### config.mk
export PLATFORM = sky130hd
export DESIGN_NAME = strobe_divider_bank
export DESIGN_NICKNAME = d
export VERILOG_FILES = /design/src/rtl/strobe_divider_bank.sv
export SDC_FILE = /design/constraint.sdc
export NUM_CORES = 1
export LEC_CHECK = 0
export BUFFER_PORTS_ARGS = -buffer_cell sky130_fd_sc_hd__buf_2
export CORE_AREA = 3 3 127 129
export CTS_CLUSTER_SIZE = 28
export DETAILED_ROUTE_END_ITERATION = 10
export DIE_AREA = 0 0 130 132
export GPL_TIMING_DRIVEN = 0
export HOLD_SLACK_MARGIN = 0.03
export PLACE_DENSITY_LB_ADDON = 0.2
export SLEW_MARGIN = 10
export SYNTH_ARGS = -nofsm -noshare
export SYNTH_HDL_FRONTEND = slang
export SYNTH_SLANG_ARGS = --single-unit
### constraint.sdc
create_clock -name IO_main_clk -period 3.1 [get_ports IO_main_clk]
set_input_delay 0.62 -clock IO_main_clk [delete_from_list [all_inputs] [get_ports IO_main_clk]]
set_output_delay 0.62 -clock IO_main_clk [all_outputs]
set_load 0.03 [all_outputs]
### src/rtl/strobe_divider_bank.sv
// rtl/strobe_divider_bank.sv - multi-channel fractional strobe divider with double-buffered config
// Optional per-channel 16-bit tick counters are built when STROBE_TICK_COUNTER_EN is defined.
module strobe_divider_bank #(
  parameter int NUM_CH       = 2,
  parameter int DIV_W        = 12,
  parameter int FRAC_W       = 8,
  parameter int DEFAULT_DIV  = 1507,
  parameter int DEFAULT_FRAC = 0
) (
  input  logic                   IO_main_clk,
  input  logic                   IO_rst,
  input  logic [NUM_CH-1:0]      IO_en,
  input  logic                   IO_sync,
  input  logic                   IO_cfg_we,
  input  logic [2:0]             IO_cfg_ch,
  input  logic [DIV_W-1:0]       IO_cfg_div,
  input  logic [FRAC_W-1:0]      IO_cfg_frac,
  output logic [NUM_CH-1:0]      IO_tick,
  output logic [NUM_CH-1:0]      IO_cfg_pending,
  output logic [16*NUM_CH-1:0]   IO_tick_cnt
);

  localparam logic [3:0]        NUM_CH_L = 4'(NUM_CH);
  localparam logic [DIV_W-1:0]  DEF_DIV  = DIV_W'(DEFAULT_DIV);
  localparam logic [FRAC_W-1:0] DEF_FRAC = FRAC_W'(DEFAULT_FRAC);

  // cnt carries one extra bit so div + stretch never wraps at the maximum divisor
  logic [NUM_CH-1:0][DIV_W:0]    cnt_q, cnt_d;
  logic [NUM_CH-1:0][FRAC_W-1:0] acc_q, acc_d;
  logic [NUM_CH-1:0]             stretch_q, stretch_d;
  logic [NUM_CH-1:0][DIV_W-1:0]  act_div_q, act_div_d, sh_div_q, sh_div_d;
  logic [NUM_CH-1:0][FRAC_W-1:0] act_frac_q, act_frac_d, sh_frac_q, sh_frac_d;
  logic [NUM_CH-1:0]             pend_q, pend_d;
  logic [NUM_CH-1:0]             tick_q, tick_d;
  logic                          cfg_hit;
  logic                          term;

  always_comb begin
    cnt_d      = cnt_q;
    acc_d      = acc_q;
    stretch_d  = stretch_q;
    act_div_d  = act_div_q;
    act_frac_d = act_frac_q;
    sh_div_d   = sh_div_q;
    sh_frac_d  = sh_frac_q;
    pend_d     = pend_q;
    tick_d     = '0;
    term       = 1'b0;
    cfg_hit    = IO_cfg_we && ({1'b0, IO_cfg_ch} < NUM_CH_L);
    for (int c = 0; c < NUM_CH; c++) begin
      term = IO_en[c] &&
             (cnt_q[c] == ({1'b0, act_div_q[c]} + {{DIV_W{1'b0}}, stretch_q[c]}));
      if (IO_sync || !IO_en[c]) begin
        cnt_d[c]      = '0;
        acc_d[c]      = '0;
        stretch_d[c]  = 1'b0;
        act_div_d[c]  = sh_div_q[c];
        act_frac_d[c] = sh_frac_q[c];
        pend_d[c]     = 1'b0;
      end else if (term) begin
        cnt_d[c]  = '0;
        tick_d[c] = 1'b1;
        {stretch_d[c], acc_d[c]} = {1'b0, acc_q[c]} + {1'b0, act_frac_q[c]};
        if (pend_q[c]) begin
          act_div_d[c]  = sh_div_q[c];
          act_frac_d[c] = sh_frac_q[c];
          pend_d[c]     = 1'b0;
        end
      end else begin
        cnt_d[c] = cnt_q[c] + 1'b1;
      end
      // a write landing on a load cycle wins the pending flag for the next boundary
      if (cfg_hit && (IO_cfg_ch == 3'(c))) begin
        sh_div_d[c]  = IO_cfg_div;
        sh_frac_d[c] = IO_cfg_frac;
        pend_d[c]    = 1'b1;
      end
    end
  end

  always_ff @(posedge IO_main_clk) begin
    if (IO_rst) begin
      cnt_q      <= '0;
      acc_q      <= '0;
      stretch_q  <= '0;
      act_div_q  <= {NUM_CH{DEF_DIV}};
      sh_div_q   <= {NUM_CH{DEF_DIV}};
      act_frac_q <= {NUM_CH{DEF_FRAC}};
      sh_frac_q  <= {NUM_CH{DEF_FRAC}};
      pend_q     <= '0;
      tick_q     <= '0;
    end else begin
      cnt_q      <= cnt_d;
      acc_q      <= acc_d;
      stretch_q  <= stretch_d;
      act_div_q  <= act_div_d;
      sh_div_q   <= sh_div_d;
      act_frac_q <= act_frac_d;
      sh_frac_q  <= sh_frac_d;
      pend_q     <= pend_d;
      tick_q     <= tick_d;
    end
  end

  assign IO_tick        = tick_q;
  assign IO_cfg_pending = pend_q;

`ifdef STROBE_TICK_COUNTER_EN
  logic [NUM_CH-1:0][15:0] tcnt_q, tcnt_d;

  always_comb begin
    tcnt_d = tcnt_q;
    for (int c = 0; c < NUM_CH; c++) begin
      if (IO_sync)        tcnt_d[c] = '0;
      else if (tick_q[c]) tcnt_d[c] = tcnt_q[c] + 16'd1;
    end
  end

  always_ff @(posedge IO_main_clk) begin
    if (IO_rst) tcnt_q <= '0;
    else        tcnt_q <= tcnt_d;
  end

  assign IO_tick_cnt = tcnt_q;
`else
  assign IO_tick_cnt = '0;
`endif

endmodule

# Word-level counts from Yosys, hierarchy flattened
# Index checks and enable logic that the tools add are counted.
# totals
reg_bits	128
inputBits	29
output_inout_bits	36
wordCells	70
# classes
add_sub_neg	6
order_cmp	1
n_eq_ne	3
n_mux	20
reduce_logical	22
# op_table
op	count
12-bit two-way mux	6
8-bit two-way mux	6
12-bit by 1-bit adder with 13-bit output	2
13-bit by 1-bit adder with 13-bit output, second input constant	2
13-bit == test	2
8-bit by 8-bit adder with 9-bit output	2
1-bit two-way mux	8
2-bit nonzero test	4
3-bit nonzero test	2
3-bit OR reduction	2
1-bit logical AND	5
2-bit AND reduction	2
2-bit OR reduction	2
3-bit by 1-bit == test with 1-bit output, second input constant	1
3-bit logical NOT	1
3-bit by 2-bit less-than comparator with 1-bit output, second input constant	1
1-bit logical NOT	2
1-bit logical OR	2

# Longest topological paths before layout
# logic_depth
word_depth	6
ltp_mapped	11
mapped_depth_nobuf	10

# Worst setup path before layout
# No wires, ideal clock.
# synth_path
kind	register to register
startpoint	reg stretch_q[0]
endpoint	reg acc_q[1] in the netlist's numbering
setup_ps	116
t_arrival_ps	2270
required_time_ps	2984
setup_slack_ps	715
path_stages_with_launch	11
path_buffers	1
synth_period_minus_slack_ps	2385
path_cell_list	dfxtp_1 > ha_1 > ha_1 > nand3_1 > o21a_1 > or4_4 > a31oi_1 > and4_1 > buf_6 > nor4_1 > a31o_1
# synth_via
elab_chain_cells	3
# synth_lines
item	line_no	rtl
start: declaration	30	logic [NUM_CH-1:0] stretch_q, stretch_d;
start signal: assignment	95	stretch_q <= stretch_d;
12-bit by 1-bit adder with 13-bit output	52	(cnt_q[c] == ({1'b0, act_div_q[c]} + {{DIV_W{1'b0}}, stretch_q[c]}));
13-bit == test	52	
1-bit logical AND	51	term = IO_en[c] &&
end signal: assignment	84	acc_q <= '0;
end signal: assignment	94	acc_q <= acc_d;
end: declaration	29	logic [NUM_CH-1:0][FRAC_W-1:0] acc_q, acc_d;
# No other way between the ends.
# A chain may end at the register's enable or synchronous reset.

# Final worst setup path
# layout_path
startpoint	reg stretch_q[0]
endpoint	reg cnt_q[11] in the netlist's numbering
# layout_via
elab_chain_cells	4
# layout_lines
item	line_no	rtl
12-bit by 1-bit adder with 13-bit output	52	
13-bit == test	52	
1-bit logical AND	51	
3-bit OR reduction (no line)	-	
end signal: assignment	93	cnt_q <= cnt_d;
end: declaration	28	logic [NUM_CH-1:0][DIV_W:0] cnt_q, cnt_d;
# No other way between the ends.

==> out/summary.json <==
{
  "run_status": {"value": "finished, final reports clean"},
  "mappedNetlistArea": {"value": 6720, "unit": "µm²"},
  "dieArea": {"value": 17200, "unit": "µm²"},
  "initial_cell_density_of_the_core": {"value": 44.3, "unit": "%"},
  "crit_share_post_route": {"value": 90.8, "unit": "%"},
  "synth_seq_cells": {"value": 128},
  "detailed_place_hpwl": {"value": 11.5, "unit": "mm"},
  "holdBufCountCts": {"value": 0},
  "setup_viol": {"value": 0},
  "cts.clk_slew.worst_paths": {"value": 0.06, "unit": "ns"},
  "post_drt_via_cell_ratio": {"value": 5.13},
  "power_density": {"value": 498, "unit": "nW/µm²"},
  "grt_pass1_vias": {"value": 4944},
  "area_growth": {"value": 16.0, "unit": "%"},
  "setup.worst_path.end_class": {"value": "register"},
  "p_sw_share": {"value": 23.7, "unit": "%"},
  "synth_seq_area_share": {"value": 38.2, "unit": "%"},
  "total_power": {"value": 3.88, "unit": "mW"},
  "critPathArrivalTime": {"value": 3.13, "unit": "ns"},
  "portion_of_total_power_attributed_to_combinational_logic": {"value": 6.7, "unit": "%"},
  "power.internal": {"value": 2.96, "unit": "mW"},
  "cts_num_sinks": {"value": 128},
  "worstSkewPairLatency": {"value": 0.42, "unit": "ns"},
  "drt_drc_violations_left": {"value": 0},
  "total_leakage_power": {"value": 3.22, "unit": "nW"},
  "start_kind": {"value": "register"},
  "synth-compound-area-share": {"value": 12.0, "unit": "%"},
  "fillerInstances": {"value": 1488},
  "cts_max_path_buffers": {"value": 2},
  "final_period_demand_of_the_worst_path": {"value": 2.82, "unit": "ns"},
  "postSynth.asyncResetShare": {"value": 0, "unit": "%"},
  "synthDistinctLibCells": {"value": 60},
  "timing.clock.skew": {"value": 0.0202, "unit": "ns"},
  "synth.mux.area_fraction": {"value": 4.64, "unit": "%"},
  "drtAntennaViolNets": {"value": 0},
  "hp-class": {"value": "in -> reg"},
  "detail_route.wirelength.met1": {"value": 7.64, "unit": "mm"},
  "clockPowerShare": {"value": 49.6, "unit": "%"},
  "antenna-diode-count": {"value": 0},
  "tns": {"value": 0, "unit": "ns"},
  "final_layout_size_suffix_gt1_share": {"value": 14.0, "unit": "%"},
  "io_buffer_count": {"value": 31},
  "h-tree-depth": {"value": 4},
  "sequential_cell_area": {"value": 2560, "unit": "µm²"},
  "setup.reg_to_reg.worst_slack": {"value": 0.28, "unit": "ns"},
  "worstPathCellList": {"value": "ha_1, ha_1, nand3_1, o21a_1, or4_4, nand3_2, nand4_2, nand2_2, buf_4, nor2_1"},
  "timing_worst_setup_path_type": {"value": "reg -> reg"},
  "grt_usage": {"value": 18.0, "unit": "%"},
  "timing.critical_path.slowest_stage_cell": {"value": "or4_4"},
  "root_cell_of_the_clock_tree": {"value": "clkbuf_16"},
  "post_synth_xor_area_fraction": {"value": 7.83, "unit": "%"},
  "cp.required": {"value": 3.41, "unit": "ns"},
  "cts-resized-gates": {"value": 0},
  "detailroute.wirelength.met3": {"value": 740, "unit": "µm"},
  "ys_warn_count": {"value": 0},
  "ioPinCount": {"value": 65},
  "fmaxAchievable": {"value": 355, "unit": "MHz"},
  "route.vias.total": {"value": 5581},
  "dominant_combinational_cell_family_by_area_after_synthesis": {"value": "simple AND/OR/NAND/NOR gates"},
  "synthesis.instances": {"value": 806},
  "die-height": {"value": 132, "unit": "µm"},
  "rsz0062_at_grt": {"value": "no"},
  "routed_wl_per_cell": {"value": 14.0, "unit": "µm"},
  "detailed_route_wirelength_on_metal2": {"value": 6.73, "unit": "mm"},
  "yosys.area_share.simple": {"value": 23.7, "unit": "%"},
  "critical_path.most_common_cell": {"value": "ha_1"},
  "synth_top_flop_cell": {"value": "dfxtp_1"},
  "power.share.sequential": {"value": 43.7, "unit": "%"},
  "iteration_0_drc_markers": {"value": 299},
  "fraction_of_the_mapped_netlist_area_in_adder_cells": {"value": 4.70, "unit": "%"},
  "max_cap_viol_count": {"value": 0},
  "timing_worst_slew_pin_value": {"value": 0.645, "unit": "ns"},
  "grt_overflow_total": {"value": 0},
  "multiInputGateArea": {"value": 3670, "unit": "µm²"},
  "layout_common_cells": {"value": "nand2_1 (140), dfxtp_1 (128), nor2_1 (69)"},
  "number_of_flops_mapped_to_enable_cells_by_yosys": {"value": 0},
  "postCtsSetupRepairBufs": {"value": 0},
  "floorplan.core_area": {"value": 15100, "unit": "µm²"},
  "p_sw": {"value": 0.918, "unit": "mW"},
  "chipWidth": {"value": 130, "unit": "µm"},
  "grt_pass1_wl": {"value": 24.6, "unit": "mm"},
  "critPathMaxStageDelay": {"value": 0.50, "unit": "ns"},
  "maxUsedRoutingLayer": {"value": "met4"},
  "report.final.hold_viol_count": {"value": 0},
  "slew_violations": {"value": 0},
  "grt_start_max_net_pins": {"value": 17},
  "cts_tree": {"value": "built"},
  "relSlewSlack": {"value": 56.8, "unit": "%"},
  "firstDrtPassIters": {"value": 4},
  "critPathMaxFanout": {"value": 10},
  "syn_area_per_cell": {"value": 8.33, "unit": "µm²"},
  "fp-row-count": {"value": 45},
  "finalWirelength": {"value": 15.3, "unit": "mm"},
  "irDropWorstVdd": {"value": 0.462, "unit": "mV"},
  "finish.net_count": {"value": 940},
  "antenna_found_initial": {"value": 0},
  "cts_made_buffers": {"value": 17},
  "finalWeightedCongestion": {"value": 0.833},
  "most_common_cell_after_layout_fill_and_taps_aside": {"value": "nand2_1"}
}
-- per-stage QoR --
step | cell area [µm²] | setup slack (ns) | hold slack [ns] | cells | utilization (%)
after floorplan | 6830 | 0.715 | 0.437 | 837 | -
after global placement | 7220 | 0.291 | 0.445 | 1056 | 47.7
after detailed placement | 7220 | 0.283 | 0.447 | 1056 | 47.7
after CTS | 7790 | 0.276 | 0.429 | 1088 | 51.4
after global routing | 7790 | 0.00592 | 0.438 | 1088 | 51.4
final | 7790 | 0.285 | 0.436 | 1088 | 51.4
-- final timing paths --
kind | from | end | depth (start not counted)
worst max-delay path | stretch_q[0] | cnt_q[11] | 10
worst min-delay path | IO_cfg_div[6] | sh_div_q[18] | 3
worst max register to register | stretch_q[0] | cnt_q[11] | 10
worst min register to register | sh_div_q[16] | act_div_q[16] | 2
-- cell type report --
cell class,instances,area share [%]
Multi-Input combinational cell,599,47.1
Sequential cell,128,32.9
Buffer,75,6.06
Clock buffer,22,5.83
Tap cell,188,3.02
Timing Repair Buffer,31,1.99
Inverter,35,1.69
Clock inverter,10,1.45
-- power groups by stage --
stage	combinational, mW	clock [mW]	sequential [mW]
4_1_cts	0.258	1.96	1.70
5_1_grt	0.283	2.04	1.70
6_report	0.259	1.93	1.70
2_1_floorplan	0.196	0	1.72
3_3_place_gp	0.257	0	1.73
3_5_place_dp	0.257	0	1.73
-- synthesized netlist by cell type, types with 2 or more instances --
| cell type | number | area [µm²] |
|---|---|---|
| o21ai_0 | 17 | 85.1 |
| inv_1 | 34 | 128 |
| nor3b_1 | 3 | 22.5 |
| o221ai_1 | 2 | 17.5 |
| o31ai_1 | 2 | 15.0 |
| a21boi_0 | 2 | 15.0 |
| or3_1 | 2 | 12.5 |
| nor2_1 | 69 | 259 |
| o21a_1 | 2 | 15.0 |
| buf_6 | 2 | 22.5 |
| nor4_1 | 5 | 31.3 |
| buf_2 | 8 | 40.0 |
| o41ai_1 | 2 | 17.5 |
| nor2b_1 | 5 | 31.3 |
| dfxtp_1 | 128 | 2560 |
| ha_1 | 22 | 275 |
| a21o_1 | 4 | 30.0 |
| o21ai_2 | 2 | 17.5 |
| nand3_1 | 48 | 240 |
| buf_4 | 37 | 278 |
| a32oi_1 | 13 | 114 |
| xnor2_1 | 37 | 324 |
| and3_1 | 13 | 81.3 |
| o211ai_1 | 23 | 173 |
| and4_1 | 16 | 140 |
| nand2_1 | 140 | 526 |
| nand3_2 | 4 | 40.0 |
| clkbuf_1 | 25 | 93.8 |
| a21oi_1 | 32 | 160 |
| a31oi_1 | 9 | 56.3 |
| xor2_1 | 23 | 201 |
| mux2i_1 | 30 | 300 |
| fa_1 | 2 | 40.0 |
| nand4_1 | 8 | 50.1 |
| nor3_1 | 10 | 50.1 |
-- registers in the layout (all words and copies together) (netlist names) --
register        cells
IO_cfg_pending      2
IO_tick             2
acc_q              16
act_div_q          24
act_frac_q         16
cnt_q              26
sh_div_q           24
sh_frac_q          16
stretch_q           2
-- metal layers --
layer	GRT usage, %	up-vias
li1	-	2889
met4	4.97	0
met1	26.4	2559
met3	4.58	18
met2	26.4	115
met5	0	-
-- worst max-delay path, delay by kind of cell, from the launching register on --
kind,cells,cell delay [ns]
buffers and inverters,1,0.20
adder cells (fa/ha/maj),2,0.48
AND/OR/NAND/NOR,6,1.44
AO/OA/AOI/OAI,1,0.24
flip-flops,1,0.37
-- cells by family (layout without fill, tap and decap cells) --
group,count (synthesis),count (layout)
simple gates,333,333
xor+xnor,60,60
buf+inv,110,173
other cells,1,32
fa+ha+maj,24,24
flops,128,128
mux,31,31
compound gates,119,119
Power figures use the tool's default switching activity.
